`config.mk`:
```
export PLATFORM = sky130hd
export DESIGN_NAME = xosera_bus_initiator
export DESIGN_NICKNAME = d
export VERILOG_FILES = /design/src/rtl/xosera_bus_initiator.sv
export SDC_FILE = /design/constraint.sdc
export NUM_CORES = 1
export LEC_CHECK = 0
export BUFFER_PORTS_ARGS = -buffer_cell sky130_fd_sc_hd__buf_2
export CORE_ASPECT_RATIO = 1.5
export CORE_MARGIN = 2
export CORE_UTILIZATION = 50
export CTS_CLUSTER_DIAMETER = 150
export DETAILED_ROUTE_END_ITERATION = 6
export PLACE_DENSITY = 0.76
export REMOVE_ABC_BUFFERS = 1
export SYNTH_ARGS = -nofsm -noshare
export SYNTH_HDL_FRONTEND = slang
export SYNTH_SLANG_ARGS = --single-unit
```
`constraint.sdc`:
```
create_clock -name clk -period 2.9 [get_ports clk]
set_input_delay 0.58 -clock clk [delete_from_list [all_inputs] [get_ports clk]]
set_output_delay 0.58 -clock clk [all_outputs]
set_load 0.01 [all_outputs]
```
`src/rtl/xosera_bus_initiator.sv`:
```
// Host-side initiator for the Xosera 8-bit register bus.
// Splits word/byte requests into DTACK-paced byte cycles, even byte first.
module xosera_bus_initiator #(
  parameter int SETUP_CYCLES    = 2,
  parameter int STROBE_MIN      = 2,
  parameter int RECOVERY_CYCLES = 2,
  parameter int TIMEOUT_CYCLES  = 255,
  parameter int TW              = 8
) (
  input  logic        clk,
  input  logic        reset_i,
  input  logic        req_valid_i,
  output logic        req_ready_o,
  input  logic        req_rd_nwr_i,
  input  logic        req_word_i,
  input  logic        req_odd_i,
  input  logic [3:0]  req_reg_i,
  input  logic [15:0] req_data_i,
  output logic        rsp_valid_o,
  output logic [15:0] rsp_data_o,
  output logic        rsp_err_o,
  output logic        bus_cs_n_o,
  output logic        bus_rd_nwr_o,
  output logic [4:0]  bus_addr_o,
  output logic [7:0]  bus_data_o,
  output logic        bus_data_oe_o,
  input  logic [7:0]  bus_data_i,
  input  logic        bus_dtack_n_i
);

  typedef enum logic [2:0] {
    IDLE, SETUP, STROBE, RELEASE, RECOVER, DONE
  } state_t;

  localparam logic [TW-1:0] SETUP_N = TW'(SETUP_CYCLES);
  localparam logic [TW-1:0] SMIN_N  = TW'(STROBE_MIN);
  localparam logic [TW-1:0] RECOV_N = TW'(RECOVERY_CYCLES);
  localparam logic [TW-1:0] TMO_N   = TW'(TIMEOUT_CYCLES);

  state_t        state;
  logic [TW-1:0] cnt;
  logic [TW-1:0] cnt_inc;
  logic [1:0]    sync;
  logic          dtk;
  logic          l_rd;
  logic          l_word;
  logic [7:0]    l_lo;
  logic          abort;
  logic [15:0]   rd_buf;

  assign dtk     = sync[1];
  assign cnt_inc = cnt + 1'b1;

  always_ff @(posedge clk or posedge reset_i) begin
    if (reset_i) sync <= 2'b11;
    else         sync <= {sync[0], bus_dtack_n_i};
  end

  always_ff @(posedge clk or posedge reset_i) begin
    if (reset_i) begin
      state         <= IDLE;
      cnt           <= '0;
      l_rd          <= 1'b1;
      l_word        <= 1'b0;
      l_lo          <= '0;
      abort         <= 1'b0;
      rd_buf        <= '0;
      req_ready_o   <= 1'b1;
      rsp_valid_o   <= 1'b0;
      rsp_data_o    <= '0;
      rsp_err_o     <= 1'b0;
      bus_cs_n_o    <= 1'b1;
      bus_rd_nwr_o  <= 1'b1;
      bus_addr_o    <= '0;
      bus_data_o    <= '0;
      bus_data_oe_o <= 1'b0;
    end else begin
      unique case (state)
        IDLE: begin
          if (req_valid_i && req_ready_o) begin
            l_rd          <= req_rd_nwr_i;
            l_word        <= req_word_i;
            l_lo          <= req_data_i[7:0];
            abort         <= 1'b0;
            rd_buf        <= '0;
            rsp_err_o     <= 1'b0;
            req_ready_o   <= 1'b0;
            bus_rd_nwr_o  <= req_rd_nwr_i;
            bus_addr_o    <= {req_reg_i, ~req_word_i & req_odd_i};
            bus_data_o    <= (!req_word_i && req_odd_i) ?
                             req_data_i[7:0] : req_data_i[15:8];
            bus_data_oe_o <= !req_rd_nwr_i;
            cnt           <= '0;
            state         <= SETUP;
          end
        end
        SETUP: begin
          if (cnt_inc >= SETUP_N) begin
            bus_cs_n_o <= 1'b0;
            cnt        <= '0;
            state      <= STROBE;
          end else begin
            cnt <= cnt_inc;
          end
        end
        STROBE: begin
          if (!dtk && cnt_inc >= SMIN_N) begin
            if (l_rd) begin
              if (bus_addr_o[0]) rd_buf[7:0]  <= bus_data_i;
              else               rd_buf[15:8] <= bus_data_i;
            end
            bus_cs_n_o <= 1'b1;
            cnt        <= '0;
            state      <= RELEASE;
          end else if (cnt_inc >= TMO_N) begin
            bus_cs_n_o    <= 1'b1;
            bus_data_oe_o <= 1'b0;
            rsp_err_o     <= 1'b1;
            abort         <= 1'b1;
            cnt           <= '0;
            state         <= RECOVER;
          end else begin
            cnt <= cnt_inc;
          end
        end
        RELEASE: begin
          // write data stays on the bus until the target lets go of DTACK
          if (dtk) begin
            bus_data_oe_o <= 1'b0;
            cnt           <= '0;
            state         <= RECOVER;
          end else if (cnt_inc >= TMO_N) begin
            bus_data_oe_o <= 1'b0;
            rsp_err_o     <= 1'b1;
            abort         <= 1'b1;
            cnt           <= '0;
            state         <= RECOVER;
          end else begin
            cnt <= cnt_inc;
          end
        end
        RECOVER: begin
          if (cnt_inc >= RECOV_N) begin
            cnt <= '0;
            if (l_word && !bus_addr_o[0] && !abort) begin
              bus_addr_o[0] <= 1'b1;
              bus_data_o    <= l_lo;
              bus_data_oe_o <= !l_rd;
              state         <= SETUP;
            end else begin
              rsp_valid_o <= 1'b1;
              if (l_rd) rsp_data_o <= rd_buf;
              state <= DONE;
            end
          end else begin
            cnt <= cnt_inc;
          end
        end
        DONE: begin
          rsp_valid_o <= 1'b0;
          req_ready_o <= 1'b1;
          state       <= IDLE;
        end
        default: state <= IDLE;
      endcase
    end
  end

endmodule

```
After elaboration in Yosys (flattened, before gate mapping) --
Cells that the tools add are included.
Storage, ports and cells: register bits after elaboration 74, bits in latches 0, memory bits (writable) 0, memory bits (read-only) 0, input port bits 35, output and inout port bits 35, memories 0
Operators by class: add/sub/neg operators 1, multiply operators 0, div/mod/pow operators 0, order comparisons 2, eq/ne operators 17, shift-type cells 0, multiplexer cells 53, bitwise gates (word level) 3, reduce and logical (&&, ||, !) cells 33
Operators by type and width (number):
- $mux 8 | 11
- $mux 16 | 3
- $pmux 16 s2 | 1
- $pmux 8 s4 | 1
- $ne 2x2->1 const B | 11
- $mux 1 | 21
- $mux 3 | 7
- $pmux 8 s2 | 1
- $pmux 3 s5 | 1
- $reduce_and 5->1 | 3
- $reduce_and 4->1 | 3
- $reduce_bool 2->1 | 5
- $reduce_and 3->1 | 3
- $add 8x1->8 const B | 1
- $ge 8x2->1 const B | 1
- $ge 8x8->1 const B | 1
- $pmux 1 s2 | 4
- $reduce_bool 4->1 | 2
- $eq 3x2->1 const B | 2
- $eq 3x3->1 const B | 2
- $logic_not 1->1 | 6
- $pmux 1 s3 | 2
- $reduce_and 2->1 | 3
- $logic_and 1x1->1 | 5
- other kinds (8) | 9

Logic depth before layout (Yosys ltp) --
depth after elaboration 6, depth in mapped cells 10, depth with buffers taken out 8

Worst setup path after synthesis --
OpenSTA, ideal clock, no wires.
path kind flip-flop to flip-flop, from register cnt[0], to register rsp_data_o[0], arrival 2.604 ns, data required time 2.775 ns, slack 0.171 ns, cell stages (with the launch flop) 11, period minus slack after synthesis 2.729 ns, cell sequence dfrtp_1 -> ha_1 -> clkbuf_1 -> or4_1 -> a211o_1 -> a221oi_2 -> nor2_2 -> and3_1 -> buf_6 -> buf_12 -> mux2_4
Between the ends: longest elaborated chain between the ends 3
RTL lines:
- from (decl) | line 41 | logic [TW-1:0] cnt;
- from (signal assigned) | line 103 | cnt <= cnt_inc;
- from (signal assigned) | line 123 | cnt <= cnt_inc;
- from (signal assigned) | line 139 | cnt <= cnt_inc;
- $add 8x1->8 | line 52 | assign cnt_inc = cnt + 1'b1;
- $ge 8x2->1 | line 143 | if (cnt_inc >= RECOV_N) begin
- $reduce_and 4->1 (no line)
- to (signal assigned) | line 152 | if (l_rd) rsp_data_o <= rd_buf;
- to (decl) | line 20 | output logic [15:0] rsp_data_o,
No other way between the ends. A chain may end at the register's enable or synchronous reset.

Worst setup path after layout --
from register cnt[0], to register cnt[5]
Between the ends: longest elaborated chain between the ends 5, elaborated cells on any way between the ends 9
RTL lines:
- $add 8x1->8 * | line 52
- $ge 8x8->1 or $ge 8x2->1 (tied branches)
- $mux 8 or $logic_and 1x1->1 (tied branches) | line 115, 132, 107
- $mux 8, on equally long branches | line 128, 107
- $pmux 8 s4 * | line 78 | unique case (state)
Mark *: on every way between the ends. The rest lies on a longest branch, timed or not.

==> reports/metrics.yaml <==
insertion_delay_ns: 0.35
finalNonFillerCells: 481
rows: 37
drtIter0Drc: 146
period_share_pct: 90.20
period_needed_ns: 2.616
netlist_area_mm2: 0.003608
p_clk_share_pct: 21.1
crit_path_end_kind: "flop"
ys_top_cells_by_area: "dfrtp_1 (48%), mux2_2 (8.7%), mux2_4 (4.2%), nand2_1 (4.0%), dfstp_2 (3.6%)"
arrival_ns: 2.88
clkTransAtPathRegs_ns: 0.08
fp.dieW_um: 73.37
nNetsFinal: 437
fin_tns_setup_ns: 0
die_area_mm2: 0.007927
grt_max_degree: 34
hold_viol_final: 0
placed_cells: 466
max_freq_mhz: 382.3
cp_max_fo: 9
p_sw_share_pct: 37.38
cp.required_ns: 3.17
ioPinCount: 70
dieHeight_um: 108.0
cts.sinks: 74
synthCells: 327
synth-seq-cells: 74
setup_viol: 0
drv_slew: 0
post_drt_wl_per_cell_um: 15.89
drv_cap: 0
via_count: 2758
antenna_found_initial: 0
h-tree-depth: 3
root_buffer: "clkbuf_8"
route.detailed.drc: 0
ctsHoldBuffers: 0
power.density_mw_per_mm2: 768.5
p_seq_share_pct: 45.0
grt_pass1_vias: 2685
cts.repair.resized: 0
rsz0062_at_grt: "false"
synth_cell_types: 53
clockBufferDepth: 2
vdd_drop_max_mv: 0.5275
async_reset_ff_share_pct: 100.0
synth_ff_type: "dfrtp_1"
viasPerCell: 5.734
power_switching_uw: 1206
syn2layout_area_growth_pct: 16.33
power_uw: 3226
cts_buffers: 9
synth-edff-count: 0
post_cts_buffers: 0
synth_top_area_cell: "dfrtp_1"
core_mm2: 0.006944
n_antenna_cell: 0
syn_avg_cell_area_um2: 11.04
tightest_slew_ns: 0.6076
combPwrFrac_pct: 33.9
yosysTopAreaCellShare_pct: 47.85
cts_tree: "done"
grt_use_total_pct: 20.72
dr.pass1.iters: 4
dp_hpwl_um: 5610
port_buffers: 69
p_leak_uw: 0.002006
drtAntennaViolNets: 0
wirelength_um: 7645
crit_path_start_kind: "flop"
outcome: "complete, no violations"
skew_ns: 0.006052
final_layout_size_suffix_gt1_share_pct: 36.23
place.gp.congestion: 0.9427
min_path_type: "primary input to asynchronous set/reset pin"
p_int_uw: 2020
path_class: "flop to flop"
yosys_warnings: 0
start_util_pct: 51.96
relSlewSlack_pct: 59.43
grt_first_pass_wirelength_um: 12540
ys_seq_area_share_pct: 51.49
gr-total-overflow: 0
==> stage by stage <==
step	util, %	hold slack, ns	instance area [um2]	setup slack, ns
after global routing	60.45	0.3099	4198	0.1236
after CTS	60.45	0.3000	4198	0.3078
after floorplan	-	0.3452	3501	0.1912
final	60.45	0.2936	4198	0.2842
after global placement	58.16	0.3465	4039	0.3755
after detailed placement	58.16	0.3527	4039	0.3321
==> final timing paths <==
| check | start | depth (start not counted) | endpoint | slack, ns |
|---|---|---|---|---|
| max reg2reg | cnt[0] | 7 | cnt[5] | 0.28 |
| min in group clk | bus_dtack_n_i | 1 | sync[0] | 0.33 |
| min | reset_i | 2 | bus_addr_o[2] | 0.29 |
| min reg2reg | sync[0] | 0 | sync[1] | 0.36 |
| max in group asynchronous | reset_i | 3 | sync[1] | 1.95 |
| max | cnt[0] | 7 | cnt[5] | 0.28 |
==> metal layers <==
metal / wire (um) / GRT usage (%) / up-vias
li1: - / - / 1321
met1: 3237 / 25.46 / 1342
met2: 3903 / 33.85 / 79
met3: 336 / 4.939 / 16
met4: 167 / 10.13 / 0
met5: 0 / 0 / -
==> flip-flops by register name, indices dropped and copies added (netlist names), 2 cells and up <==
| register | flops |
|---|---|
| rsp_data_o | 16 |
| bus_data_o | 8 |
| cnt | 8 |
| rd_buf | 16 |
| sync | 2 |
| state | 3 |
| l_lo | 8 |
| bus_addr_o | 5 |
==> cell families after synthesis <==
group / share of synthesized area [%]
mux: 15.40
buf+inv: 3.710
fa+ha+maj: 1.040
xor+xnor: 0.4855
flops: 51.49
compound gates: 15.01
simple gates: 12.86
==> area by class of cell <==
class                      count  area, um2
fill                         581       2746
clock buffer                  10      127.6
multi-input combinational    227       1617
clock inverter                 5      31.28
timing repair buffer          80      440.4
inverter                       7      26.28
sequential                    74       1858
tap                           78      97.59
==> layout by cell type (no fill, tap or decap), types with 3 or more instances in the layout <==
cell type  synthesis  layout
clkinv_2           0       3
mux2i_1            9       9
nor2_1            17      17
dfstp_2            5       5
nand2b_1           3       3
nand3b_1           5       5
buf_2              0      69
buf_4              1      10
ha_1               3       3
o21ai_0           20      20
o22ai_1            3       3
a21oi_1           17      17
nand2_1           38      38
clkbuf_8           0       9
dfrtp_1           69      69
mux2_2            28      28
o2bb2ai_1          8       8
a32o_1             8       8
inv_1              7       6
nor3_1             4       4
nand3_1            9       9
a31oi_1            4       4
nor2b_1            3       3
mux2_4            10      10
==> cells in the mapped netlist, types with 3 or more instances <==
cell type,number
o2bb2ai_1,8
mux2_2,28
ha_1,3
mux2_4,10
nor3_1,4
nand3_1,9
nand2_1,38
clkbuf_1,14
a21oi_1,17
o21ai_0,20
nand3b_1,5
nor2b_1,3
mux2i_1,9
nand2b_1,3
nor2_1,17
a31oi_1,4
dfstp_2,5
inv_1,7
a32o_1,8
o22ai_1,3
dfrtp_1,69
==> critical path, stage by stage, from the launching register on <==
cell	delay [ns]
dfrtp_1	0.47
ha_1	0.27
or4_1	0.40
a211o_1	0.29
a221o_2	0.40
a21oi_1	0.34
o21ai_0	0.14
a31oi_1	0.21
==> power by group through the flow <==
| stage | combinational, uW | sequential (uW) | clock (uW) |
|---|---|---|---|
| after floorplan | 694 | 1480 | 0 |
| after global placement | 1070 | 1460 | 0 |
| after detailed placement | 1090 | 1470 | 0 |
| after CTS | 1100 | 1450 | 699 |
| after global routing | 1220 | 1480 | 736 |
| final | 1090 | 1450 | 682 |
(Power assumes the default switching activity.)
